===== src/rtl/bcd_converter.sv =====
// Sequential double-dabble binary-to-BCD converter with optional two's-complement input; result valid DATA_WIDTH cycles after accept.
// Single word in flight: o_ready is low until the finished result has been taken downstream, and the result holds while i_ready is low.
module bcd_converter #(
  parameter int DATA_WIDTH = 16,
  parameter int NUM_DIGITS = 5
) (
  input  logic                    clk,
  input  logic                    rst_n,
  input  logic [DATA_WIDTH-1:0]   i_data,
  input  logic                    i_2s_comp,
  input  logic                    i_valid,
  output logic                    o_ready,
  output logic [4*NUM_DIGITS-1:0] o_bcd,
  output logic                    o_negative,
  output logic                    o_valid,
  input  logic                    i_ready
);

  localparam int CW = $clog2(DATA_WIDTH + 1);
  localparam int BW = 4 * NUM_DIGITS;
  localparam logic [DATA_WIDTH-1:0] ONE = 1;

  typedef enum logic [1:0] {
    IDLE    = 2'd0,
    CONVERT = 2'd1,
    DONE    = 2'd2
  } state_t;

  state_t                state_q, state_d;
  logic [DATA_WIDTH-1:0] mag_q;
  logic [BW-1:0]         bcd_q;
  logic [CW-1:0]         cnt_q;
  logic                  neg_q;

  logic                  in_neg;
  logic [DATA_WIDTH-1:0] in_mag;
  logic [BW-1:0]         bcd_adj;
  logic [BW-1:0]         bcd_shift;
  logic                  accept;
  logic                  last_iter;

  assign in_neg = i_2s_comp && i_data[DATA_WIDTH-1];
  // Unsigned negate so the most negative input maps to its full magnitude.
  assign in_mag = in_neg ? (~i_data + ONE) : i_data;

  always_comb begin
    bcd_adj = bcd_q;
    for (int i = 0; i < NUM_DIGITS; i++) begin
      if (bcd_q[4*i +: 4] >= 4'd5) begin
        bcd_adj[4*i +: 4] = bcd_q[4*i +: 4] + 4'd3;
      end
    end
  end

  assign bcd_shift = {bcd_adj[BW-2:0], mag_q[DATA_WIDTH-1]};
  assign accept    = i_valid && o_ready;
  assign last_iter = (cnt_q == CW'(1));

  always_ff @(posedge clk or negedge rst_n) begin
    if (!rst_n) begin
      state_q <= IDLE;
    end else begin
      state_q <= state_d;
    end
  end

  always_comb begin
    state_d = state_q;
    o_ready = 1'b0;
    o_valid = 1'b0;
    case (state_q)
      IDLE: begin
        o_ready = 1'b1;
        if (i_valid) begin
          state_d = CONVERT;
        end
      end
      CONVERT: begin
        if (last_iter) begin
          state_d = DONE;
        end
      end
      DONE: begin
        o_valid = 1'b1;
        if (i_ready) begin
          state_d = IDLE;
        end
      end
      default: state_d = IDLE;
    endcase
  end

  always_ff @(posedge clk or negedge rst_n) begin
    if (!rst_n) begin
      mag_q      <= '0;
      bcd_q      <= '0;
      cnt_q      <= '0;
      neg_q      <= 1'b0;
      o_bcd      <= '0;
      o_negative <= 1'b0;
    end else if (accept) begin
      mag_q <= in_mag;
      bcd_q <= '0;
      cnt_q <= CW'(DATA_WIDTH);
      neg_q <= in_neg;
    end else if (state_q == CONVERT) begin
      mag_q <= {mag_q[DATA_WIDTH-2:0], 1'b0};
      bcd_q <= bcd_shift;
      cnt_q <= cnt_q - CW'(1);
      // The final iteration publishes its shifted value straight to the output.
      if (last_iter) begin
        o_bcd      <= bcd_shift;
        o_negative <= neg_q;
      end
    end
  end

endmodule


===== config.mk =====
export PLATFORM = sky130hd
export DESIGN_NAME = bcd_converter
export DESIGN_NICKNAME = d
export VERILOG_FILES = /design/src/rtl/bcd_converter.sv
export SDC_FILE = /design/constraint.sdc
export NUM_CORES = 1
export LEC_CHECK = 0
export CAP_MARGIN = 40
export CORE_UTILIZATION = 55
export CTS_CLUSTER_DIAMETER = 200
export DETAILED_ROUTE_END_ITERATION = 10
export PLACE_DENSITY = 0.83
export SLEW_MARGIN = 15
export SYNTH_ARGS = -nofsm -noshare
export SYNTH_HDL_FRONTEND = slang
export SYNTH_SLANG_ARGS = --single-unit

===== constraint.sdc =====
create_clock -name clk -period 2.03 [get_ports clk]
set_input_delay 0.3045 -clock clk [delete_from_list [all_inputs] [get_ports clk]]
set_output_delay 0.3045 -clock clk [all_outputs]
set_load 0.01 [all_outputs]

Word-level counts from Yosys, hierarchy flattened:

Index checks and enable logic that the tools add are counted.

* add/subtract/negate cells: 7
* magnitude comparators: 5
* equality and inequality tests: 6
* muxes and demuxes: 18
* bitwise operators: 2
* reduce and logical (&&, ||, !) cells: 6

Operator list (count)
* 2-to-1 mux 16 bit: 3
* 2-to-1 mux 20 bit: 2
* greater-or-equal comparator 4 x 3 -> 1 bit, second input constant: 5
* adder 16 x 1 -> 16 bit, second input constant: 1
* adder 4 x 2 -> 4 bit, second input constant: 4
* 2-to-1 mux 4 bit: 4
* inverter 16 bit: 1
* 2-to-1 mux 5 bit: 2
* 2-to-1 mux 2 bit: 3
* != test 2 bit, second input constant: 3
* case mux 2 bit (3 select lines): 1
* AND reduction 3 bit: 2
* == test 5 x 1 -> 1 bit, second input constant: 1
* subtractor 5 x 1 -> 5 bit, second input constant: 1
* adder 3 x 2 -> 3 bit, second input constant: 1
* 2-to-1 mux 3 bit: 1
* == test 2 x 1 -> 1 bit, second input constant: 1
* == test 2 bit, second input constant: 1
* logical AND 1 bit: 2
* logical NOT 2 bit: 1
* 2-to-1 mux 1 bit: 2
* nonzero test 2 bit: 1
* inverter 1 bit: 1

* bits in registers: 65
* output and inout port bits: 23

Longest topological paths before layout:

Gate-level depths: netlist (run 1).

* depth in word-level cells: 5
* mapped depth: 7

Worst setup path after synthesis (run 1):

No wires, ideal clock.

* path kind: input port to flip-flop
* start point: input port i_data[0]
* end point: register mag_q[10]
* setup time: 0.144 ns
* arrival time: 1.486 ns
* slack: 0.400 ns
* stages on the path: 6
* buffers on the path: 0
* path through: inv_1 -> ha_1 -> or4b_1 -> o31ai_1 -> xor2_1 -> a21oi_1

* longest elaborated chain between the ends: 4

Ends and longest elaborated chain
* start, declared: line 9 `input logic [DATA_WIDTH-1:0] i_data,`
* inverter 16 bit: line 44 `assign in_mag = in_neg ? (~i_data + ONE) : i_data;`
* adder 16 x 1 -> 16 bit: line 44
* 2-to-1 mux 16 bit: line 44
* 2-to-1 mux 16 bit: line 101 `end else if (accept) begin`
* end signal, assigned: line 102 `mag_q <= in_mag;`
* end signal, assigned: line 107 `mag_q <= {mag_q[DATA_WIDTH-2:0], 1'b0};`
* end, declared: line 30 `logic [DATA_WIDTH-1:0] mag_q;`

No other way between the ends.
A chain may end at the register's enable or synchronous reset.

Final worst setup path (run 1):

* start point: register state_q[0]
* end point: output port o_valid

* longest elaborated chain between the ends: 2

Ends and longest elaborated chain
* start, declared: line 29 `state_t state_q, state_d;`
* start signal, assigned: line 63 `state_q <= state_d;`
* == test 2 bit: line 71 `case (state_q)`
* 2-to-1 mux 1 bit: line 71
* end, declared: line 15 `output logic o_valid,`

No other way between the ends.

==> results of run 1 <==
[timing repair]
action,CTS,global route
endpoints found under the hold margin,65,0
hold buffers,1,0
resized for setup,0,0
buffers inserted,0,0
[final timing paths]
| kind | start | end | slack (ps) | cells after the start |
|---|---|---|---|---|
| max | state_q[0]$_DFFE_PN0P_ | o_valid | 180 | 3 |
| min | o_bcd[11]$_DFFE_PN0P_ | o_bcd[11]$_DFFE_PN0P_ | 480 | 2 |
| max reg2reg | cnt_q[1]$_DFFE_PN0P_ | o_negative$_DFFE_PN0P_ | 220 | 6 |
| min reg2reg | o_bcd[11]$_DFFE_PN0P_ | o_bcd[11]$_DFFE_PN0P_ | 480 | 2 |
| max in group asynchronous | rst_n | mag_q[7]$_DFFE_PN0P_ | 1230 | 3 |
| min in group asynchronous | rst_n | o_bcd[7]$_DFFE_PN0P_ | 500 | 3 |
[metal layers]
layer	global-route usage [%]	wire length, µm
met1	30.1	3180
met2	42.3	3590
met3	3.48	257
met4	10.7	139
met5	0	0
[report_power, final]
part	switching (µW)	internal [µW]
Clock	507	472
Sequential	416	1880
Combinational	1450	1350
Total	2370	3700
[state kept, by name (all words and copies together) (netlist names)]
signal,flops
bcd_q,20
state_q,2
o_negative,1
mag_q,16
neg_q,1
cnt_q,5
o_bcd,20
[worst max-delay path, delay by kind of cell, from the launching register on]
family / cells / cell delay (ps)
buffers and inverters: 2 / 580
flip-flops: 1 / 440
AND/OR/NAND/NOR: 1 / 180
[layout make-up]
cell class              instances  area [µm²]
multi-input cells             274        1680
well taps                      75        93.8
clock buffers                  11         141
repair buffers                 65         643
flip-flops and latches         65        1630
clock inverters                 5        31.3
inverters                      16        60.1
fillers                       440        1680
[stage by stage]
stage / total power (µW) / hold slack [ps]
6_report: 6070 / 482
3_5_place_dp: 5110 / 347
5_1_grt: 6580 / 504
3_3_place_gp: 4940 / 344
2_1_floorplan: 4100 / 8.91
4_1_cts: 6110 / 490
[cells by family after synthesis]
group           count (synthesis)
simple gates                  138
compound gates                 93
flops                          65
buf+inv                        33
xor+xnor                       17
mux                            13
fa+ha+maj                      13
[cells in the final DEF (no fill, tap or decap), types with 4 or more instances in the layout]
cell type,netlist,layout
sky130_fd_sc_hd__a21oi_1,24,24
sky130_fd_sc_hd__a31oi_1,4,4
sky130_fd_sc_hd__and3_1,7,7
sky130_fd_sc_hd__buf_12,0,4
sky130_fd_sc_hd__buf_4,0,17
sky130_fd_sc_hd__clkbuf_8,0,10
sky130_fd_sc_hd__clkdlybuf4s50_1,0,42
sky130_fd_sc_hd__dfrtp_1,65,65
sky130_fd_sc_hd__ha_1,13,13
sky130_fd_sc_hd__inv_1,16,16
sky130_fd_sc_hd__mux2_2,12,12
sky130_fd_sc_hd__nand2_1,57,57
sky130_fd_sc_hd__nand2b_1,7,7
sky130_fd_sc_hd__nand3_1,24,24
sky130_fd_sc_hd__nor2_1,8,8
sky130_fd_sc_hd__nor3_1,12,12
sky130_fd_sc_hd__nor3b_1,10,10
sky130_fd_sc_hd__o21ai_0,55,55
sky130_fd_sc_hd__xnor2_1,15,15
==> out/summary.log, run 1 <==
INFO  status         run_status=finished, final reports clean
INFO  global_routing vias_in_the_first_global_route=2726
INFO  sta            fin_ws=185ps
INFO  logic_synthesis post_synth_fa_ha_maj_area_fraction=4.74%
INFO  sta            maxSlewViolCount=0
INFO  clock_network  h-tree-depth=3
INFO  die            dieHeight=81.0µm
INFO  final_layout   post-route-util=71.7%
INFO  logic_synthesis synthMuxAreaShare=4.23%
INFO  placed_design  placed_area=0.00409mm²
INFO  clock_network  clock_buffer_count_from_cts=9
INFO  sta            top_achievable_clock_speed=542MHz
INFO  placed_design  hpwlAfterDp=4.90mm
INFO  sta            worst_pin_slew=470ps
INFO  final_layout   layoutNonFillerInstCount=511
INFO  global_routing grt_antenna_before_repair=0
INFO  logic_synthesis synth_top_flop_cell=sky130_fd_sc_hd__dfrtp_1
INFO  placed_design  dp_cells=494
INFO  sta            setup_total_negative_slack=0ps
INFO  clock_network  clk_latency=350ps
INFO  pwr            power_density=1420mW/mm²
INFO  logic_synthesis synth_xor_xnor_area_share=4.34%
INFO  global_routing global_route.usage.total=24.4%
INFO  clock_network  cts.sink_count=65
INFO  logic_synthesis largest_family_of_logic_cells_by_synthesized_area=simple AND/OR/NAND/NOR gates
INFO  worst_hold_path hold_class=reg2reg
INFO  routing        drt_iter0_drc=201
INFO  critical_path  critical_path_arrival=1540ps
INFO  critical_path  critical_path.cell_chain=nand2b_1 -> inv_1 -> clkdlybuf4s50_1
INFO  routing        drcViolationCount=0
INFO  placed_design  place_congestion=0.868
INFO  final_layout   design.final.nets=465
INFO  routing        drt_first_pass_iters=5
INFO  final_layout   final_cell_area=0.00427mm²
INFO  logic_synthesis ys_seq_elements=65
INFO  clock_network  tritoncts=built
INFO  sta            rsz0062_at_grt=no
INFO  logic_synthesis yosys.area_share.simple=20.4%
INFO  logic_synthesis ys_seq_area_share=47.4%
INFO  logic_synthesis synth.net_count=406
INFO  logic_synthesis synth.area.top_cells=sky130_fd_sc_hd__dfrtp_1 47%, sky130_fd_sc_hd__o21ai_0 8.0%, sky130_fd_sc_hd__nand2_1 6.2%
INFO  routing        drt.antenna.violating_nets=0
INFO  sta            final-hold-violation-count=0
INFO  routing        routed_via_density=5.72
INFO  logic_synthesis yosysMostFrequentCell=sky130_fd_sc_hd__dfrtp_1
INFO  pwr            p_leak=0.00188µW
INFO  logic_synthesis synth_top_cell_area_share=47.4%
INFO  critical_path  startpoint_type=flop
INFO  placed_design  buffer_ports.inserted=43
INFO  clock_network  clk_pin_slew=70ps
INFO  global_routing overflow=0
INFO  final_layout   antennaDiodeCount=0
INFO  routing        detail_route.wirelength=7.17mm
INFO  job            maxCapViolCount=0
INFO  routing        via_count=2923
INFO  logic_synthesis synthDistinctLibCells=37
INFO  clock_network  ctsLongestPathBuffers=2
INFO  critical_path  cp_slowest_stage_delay=520ps
INFO  clock_network  clk_root_buffer_cell=sky130_fd_sc_hd__clkbuf_8
INFO  die            initial_utilization=57.6%
INFO  logic_synthesis yosysWarningCount=0
INFO  logic_synthesis synth_edf_count=0
INFO  placed_design  dp_slack=-159ps
INFO  critical_path  worst-path-max-fanout=6
INFO  final_layout   syn_to_final_growth=24.5%
INFO  die            num_rows=28
INFO  die            fp.dieArea=0.00656mm²
INFO  logic_synthesis synth.avg_cell_area=9.23µm²
INFO  critical_path  critical_path_start_end_classification=reg2out
INFO  die            number_of_placed_i_o_pins=44
INFO  logic_synthesis cells_after_synthesis=372
INFO  logic_synthesis synth_compound_gate_area_share=15.2%
INFO  critical_path  cp_data_required_time=1730ps
INFO  pwr            vdd_ir_drop_max=751µV
INFO  die            coreArea=0.00596mm²
INFO  die            die_w=81.0µm
INFO  logic_synthesis async_reset_ff_share=100%
INFO  sta            setup_viol_count_final=0
INFO  final_layout   final_layout_size_suffix_gt1_share=12.4%
INFO  global_routing first_pass_grt_wire_length=12.2mm
INFO  sta            fin_crit_sh=90.9%
INFO  logic_synthesis synth_top_cell_by_area=sky130_fd_sc_hd__dfrtp_1
INFO  logic_synthesis synthesis.area=0.00343mm²
INFO  routing        wl_per_cell=14.0µm
INFO  sta            final.min_clock_period=1850ps
INFO  logic_synthesis netlist_top_cells_count=65 x sky130_fd_sc_hd__dfrtp_1, 57 x sky130_fd_sc_hd__nand2_1, 55 x sky130_fd_sc_hd__o21ai_0
INFO  global_routing maximum_number_of_pins_on_one_net_before_global_route_repair=66
INFO  critical_path  critPathCaptureType=output pin
INFO  sta            maxSlewHeadroom=68.2%
INFO  sta            skew=8.18ps
INFO  critical_path  worst_path_max_delay_cell=sky130_fd_sc_hd__clkdlybuf4s50_1
Note: power is estimated with default switching activity, not from simulation.
==> inputs of run 2 (changes only) <==
==> constraint.sdc (replaced) <==
create_clock -name clk -period 2.2 [get_ports clk]
set_input_delay 0.33 -clock clk [delete_from_list [all_inputs] [get_ports clk]]
set_output_delay 0.33 -clock clk [all_outputs]
set_load 0.01 [all_outputs]
==> run 2 against run 1 <==
Register-to-register slack improved by 240 ps; clock power fell by 11%; core utilization down 1.3 points; hold slack worse by 4.3 ps; power down 9.5%; non-clock buffer count shrank 6; clock skew is essentially flat; sequential power down 7%; setup slack improved by 150 ps; final cell count decreased by 1.4%; clock-buffer cell count grew 1.
==> out/summary.log, run 2 (synthesis results as in run 1) <==
INFO  global_routing maximum_number_of_pins_on_one_net_before_global_route_repair=47
INFO  final_layout   final_layout_size_suffix_gt1_share=10.7%
INFO  final_layout   antennaDiodeCount=0
INFO  sta            maxSlewViolCount=0
INFO  final_layout   multi_input_comb_area=0.00168mm²
INFO  worst_hold_path min_path_cells=2
INFO  routing        drt_iter0_drc=208
INFO  placed_design  dp_slack=14.5ps
INFO  sta            final.min_clock_period=1860ps
INFO  clock_network  ctsLongestPathBuffers=2
INFO  final_layout   mostFrequentLayoutCell=sky130_fd_sc_hd__dfrtp_1
INFO  routing        drt.antenna.violating_nets=0
INFO  sta            rsz0062_at_grt=no
INFO  routing        via_count=2868
INFO  final_layout   most-common-layout-cells=65 x sky130_fd_sc_hd__dfrtp_1, 57 x sky130_fd_sc_hd__nand2_1, 55 x sky130_fd_sc_hd__o21ai_0
INFO  sta            top_achievable_clock_speed=537MHz
INFO  final_layout   syn_to_final_growth=22.2%
INFO  critical_path  critical_path_arrival=1530ps
INFO  sta            fin_crit_sh=84.6%
INFO  final_layout   design.final.nets=459
INFO  clock_network  cts.sink_count=65
INFO  critical_path  ff2ff_path_depth=6
INFO  die            dieHeight=81.0µm
INFO  die            coreArea=0.00596mm²
INFO  clock_network  post-cts-setup-buffer-count=0
INFO  clock_network  clk_latency=340ps
INFO  die            number_of_placed_i_o_pins=44
INFO  global_routing global_route.usage.total=24.5%
INFO  clock_network  h-tree-depth=3
INFO  critical_path  ff2ff_setup_slack=460ps
INFO  clock_network  tritoncts=built
INFO  sta            maxSlewHeadroom=65.5%
INFO  routing        detail_route.wirelength=7.13mm
INFO  pwr            power_density=1310mW/mm²
INFO  global_routing vias_in_the_first_global_route=2793
INFO  clock_network  clk_root_buffer_cell=sky130_fd_sc_hd__clkbuf_8
INFO  clock_network  cts-hold-fix-buffers=1
INFO  job            maxCapViolCount=0
INFO  pwr            totalPowerFinal=5500µW
INFO  sta            hold_slack=478ps
INFO  routing        routed_via_density=5.69
INFO  critical_path  critical_path.cell_chain=nand2b_1 -> inv_1 -> clkdlybuf4s50_1
INFO  final_layout   seqCellArea=0.00163mm²
INFO  pwr            p_leak=0.00183µW
INFO  die            initial_utilization=57.6%
INFO  die            num_rows=28
INFO  routing        wl_per_cell=14.1µm
INFO  worst_hold_path hold_class=reg2reg
INFO  global_routing first_pass_grt_wire_length=12.3mm
INFO  critical_path  startpoint_type=flop
INFO  placed_design  buffer_ports.inserted=43
INFO  critical_path  critPathCaptureType=output pin
INFO  clock_network  clk_pin_slew=70ps
INFO  critical_path  cp_slowest_stage_delay=520ps
INFO  sta            setup_total_negative_slack=0ps
INFO  clock_network  clock_buffer_count_from_cts=9
INFO  die            fp.dieArea=0.00656mm²
INFO  final_layout   biggestRegsByFlops=bcd_q (20), o_bcd (20), mag_q (16)
INFO  sta            final-hold-violation-count=0
INFO  critical_path  cp_data_required_time=1870ps
INFO  global_routing grt_antenna_before_repair=0
INFO  sta            fin_ws=339ps
INFO  clock_network  postCtsResizedCells=0
INFO  global_routing overflow=0
INFO  sta            worst_pin_slew=517ps
INFO  pwr            vdd_ir_drop_max=625µV
INFO  placed_design  place_congestion=0.880
INFO  placed_design  hpwlAfterDp=5.02mm
INFO  routing        drcViolationCount=0
INFO  critical_path  worst_path_max_delay_cell=sky130_fd_sc_hd__clkdlybuf4s50_1
INFO  sta            skew=7.91ps
INFO  final_layout   final.fill_count=491
INFO  critical_path  worst-path-max-fanout=6
INFO  die            die_w=81.0µm
INFO  sta            setup_viol_count_final=0
INFO  critical_path  critical_path_start_end_classification=reg2out
INFO  status         run_status=finished, final reports clean
INFO  routing        drt_first_pass_iters=4
## run 2: cell types whose count changed in the layout (fill, tap and decap cells not counted)
cell / delta
sky130_fd_sc_hd__buf_4: -4
sky130_fd_sc_hd__clkinv_2: -1
sky130_fd_sc_hd__clkinv_4: -1
sky130_fd_sc_hd__clkbuf_1: +1
sky130_fd_sc_hd__buf_12: -2
## run 2: path summary, 6_finish.rpt
check,end,startpoint
min in group asynchronous,bcd_q[8]$_DFFE_PN0P_,rst_n
setup reg to reg,o_bcd[10]$_DFFE_PN0P_,bcd_q[8]$_DFFE_PN0P_
hold / removal,o_bcd[14]$_DFFE_PN0P_,o_bcd[14]$_DFFE_PN0P_
hold reg to reg,o_bcd[14]$_DFFE_PN0P_,o_bcd[14]$_DFFE_PN0P_
max in group asynchronous,mag_q[7]$_DFFE_PN0P_,rst_n
setup / recovery,o_valid,state_q[0]$_DFFE_PN0P_
## run 2: where the power goes
group / internal, µW / leakage, µW / switching, µW
clock: 430 / 0.0000822 / 440
combinational: 1200 / 0.000927 / 1300
sequential: 1730 / 0.000822 / 396
total: 3360 / 0.00183 / 2140
## run 2: through the flow
stage,util [%],instance area [µm²],cells
floorplan,-,3430,372
global route,70.4,4190,504
detailed placement,67.5,4020,488
global placement,67.5,4020,488
CTS,70.4,4190,504
finish,70.4,4190,504
## run 2: final cells by class
class                   instances  share of cell area [%]
clock inverters                 3                   0.418
inverters                      16                    1.43
multi-input cells             274                    40.0
clock buffers                  12                    3.46
well taps                      75                    2.24
flip-flops and latches         65                    38.8
repair buffers                 59                    13.7
## run 2: per-layer routing
layer	vias up	track usage, %	share of wire, %
met2	68	42.7	51
met4	0	10.4	1.0
met1	1387	29.8	44
li1	1403	-	-
met3	10	4.16	3.6
met5	-	0	0
## run 2: critical path: cells and delay by family, from the launching register on
| family | cells | cell delay, ps |
|---|---|---|
| buffers and inverters | 2 | 570 |
| DFF | 1 | 440 |
| and+or+nand+nor | 1 | 180 |
==> inputs of run 3 (changes only) <==
==> constraint.sdc (replaced) <==
create_clock -name clk -period 1.8 [get_ports clk]
set_input_delay 0.27 -clock clk [delete_from_list [all_inputs] [get_ports clk]]
set_output_delay 0.27 -clock clk [all_outputs]
set_load 0.01 [all_outputs]
==> run 3 against run 2 <==
Core utilization rose by 3.0 points; power rose by 27%; sequential share of layout area fell by 1.6 points; clock power rose by 26%; die area did not move.
==> out/summary.log, run 3 (synthesis results as in run 1) <==
INFO  sta            final.min_clock_period=1720ps
INFO  sta            maxSlewViolCount=0
INFO  routing        routedLengthMet1=3.03mm
INFO  routing        wl_per_cell=13.7µm
INFO  final_layout   most-common-layout-cells=65 x sky130_fd_sc_hd__dfrtp_1, 57 x sky130_fd_sc_hd__nand2_1, 55 x sky130_fd_sc_hd__o21ai_0
INFO  critical_path  critPathCaptureType=flop
INFO  routing        drt_first_pass_iters=4
INFO  routing        drcViolationCount=0
INFO  routing        dr_wl_met3=186µm
INFO  final_layout   design.final.nets=471
INFO  sta            maxSlewHeadroom=68.4%
INFO  routing        maxUsedRoutingLayer=met4
INFO  critical_path  cp_data_required_time=2030ps
INFO  sta            worst_pin_slew=472ps
INFO  clock_network  clk_pin_slew=80ps
INFO  final_layout   biggestRegsByFlops=bcd_q (20), o_bcd (20), mag_q (16)
INFO  final_layout   final_cell_area=0.00437mm²
INFO  placed_design  hpwlAfterDp=4.86mm
INFO  placed_design  placed_area=0.00413mm²
INFO  pwr            p_leak=0.00194µW
INFO  final_layout   mostFrequentLayoutCell=sky130_fd_sc_hd__dfrtp_1
INFO  final_layout   final_layout_size_suffix_gt1_share=15.8%
INFO  global_routing global_route.usage.total=23.9%
INFO  final_layout   final.fill_count=457
INFO  clock_network  cts.sink_count=65
INFO  pwr            totalPowerFinal=6980µW
INFO  final_layout   antennaDiodeCount=0
INFO  clock_network  h-tree-depth=3
INFO  sta            rsz0062_at_grt=no
INFO  die            num_rows=28
INFO  routing        via_count=2858
INFO  placed_design  place_congestion=0.858
INFO  die            die_w=81.0µm
INFO  clock_network  ctsLongestPathBuffers=2
INFO  global_routing maximum_number_of_pins_on_one_net_before_global_route_repair=66
INFO  critical_path  startpoint_type=primary input
INFO  global_routing vias_in_the_first_global_route=2794
INFO  placed_design  buffer_ports.inserted=43
INFO  sta            skew=9.51ps
INFO  die            number_of_placed_i_o_pins=44
INFO  routing        drt.antenna.violating_nets=0
INFO  clock_network  tritoncts=built
INFO  global_routing overflow=0
INFO  global_routing first_pass_grt_wire_length=12.0mm
INFO  sta            top_achievable_clock_speed=582MHz
INFO  die            initial_utilization=57.6%
INFO  clock_network  clk_latency=340ps
INFO  die            coreArea=0.00596mm²
INFO  clock_network  clock_buffer_count_from_cts=9
INFO  final_layout   layoutNonFillerInstCount=517
INFO  pwr            vdd_ir_drop_max=835µV
INFO  sta            final-hold-violation-count=0
INFO  global_routing grt_antenna_before_repair=0
INFO  status         run_status=finished, final reports clean
INFO  routing        routed_via_density=5.53
INFO  routing        routed-wl-met2=3.72mm
INFO  sta            setup_viol_count_final=0
INFO  final_layout   syn_to_final_growth=27.4%
INFO  critical_path  critical_path_start_end_classification=in2reg
INFO  job            maxCapViolCount=0
INFO  pwr            power_density=1600mW/mm²
INFO  critical_path  critical_path_arrival=1950ps
INFO  die            dieHeight=81.0µm
INFO  placed_design  dp_cells=497
INFO  clock_network  clk_root_buffer_cell=sky130_fd_sc_hd__clkbuf_8
INFO  die            fp.dieArea=0.00656mm²
INFO  sta            hold_slack=471ps
INFO  worst_hold_path hold_class=in2async
INFO  routing        detail_route.wirelength=7.08mm
INFO  critical_path  worst-path-max-fanout=2
INFO  sta            fin_crit_sh=95.5%
INFO  routing        drt_iter0_drc=227
==> run 3: critical path, cell delays in order <==
cell and delay (ps):
sky130_fd_sc_hd__clkdlybuf4s50_1 420, sky130_fd_sc_hd__inv_1 80, sky130_fd_sc_hd__ha_1 160, sky130_fd_sc_hd__or4b_1 530, sky130_fd_sc_hd__o41ai_4 260, sky130_fd_sc_hd__xor2_1 170
sky130_fd_sc_hd__a21oi_1 70
==> run 3: final cells by class <==
type                            instances  area (µm²)  share of cell area [%]
Multi-Input combinational cell        274        1710                    39.2
Sequential cell                        65        1630                    37.2
Inverter                               16        60.1                    1.37
Tap cell                               75        93.8                    2.15
Clock inverter                          5        31.3                   0.716
Timing Repair Buffer                   71         706                    16.1
Clock buffer                           11         141                    3.23
==> run 3: path summary, 6_finish.rpt <==
check | cells past startpoint | start | to | slack [ps]
setup / recovery | 7 | i_data[0] | mag_q[14]$_DFFE_PN0P_ | 80
hold / removal | 3 | rst_n | o_bcd[7]$_DFFE_PN0P_ | 470
setup reg to reg | 6 | bcd_q[0]$_DFFE_PN0P_ | o_bcd[2]$_DFFE_PN0P_ | 120
hold reg to reg | 2 | o_bcd[5]$_DFFE_PN0P_ | o_bcd[5]$_DFFE_PN0P_ | 480
max in group asynchronous | 3 | rst_n | mag_q[3]$_DFFE_PN0P_ | 1050
min in group clk | 2 | o_bcd[5]$_DFFE_PN0P_ | o_bcd[5]$_DFFE_PN0P_ | 480
==> run 3: metrics by stage <==
| step | setup WS (ps) | TNS, ps | util [%] |
|---|---|---|---|
| 3_5_place_dp | -308 | -1150 | 69.3 |
| 3_3_place_gp | -241 | -737 | 69.3 |
| 6_report | 80.4 | 0 | 73.4 |
| 2_1_floorplan | 205 | 0 | - |
| 5_1_grt | 9.61 | 0 | 73.4 |
| 4_1_cts | 10.5 | 0 | 72.6 |
==> run 3: per-layer routing <==
layer  track usage (%)  vias to the layer above
li1                  -                     1434
met1              25.9                     1358
met2              44.2                       54
met3              5.06                       12
met4              11.1                        0
met5                 0                        -
==> run 3: repair_timing <==
action | 4_1_cts | 5_1_grt
hold buffers | 1 | 0
endpoints found under the hold margin | 65 | 0
setup endpoints to repair | 1 | 13
resized for setup | 0 | 12
setup buffers | 2 | 1
==> run 3: power by group <==
group	internal, µW	switching [µW]	total (µW)
registers	2110	488	2600
clock network	532	563	1100
logic	1630	1660	3280
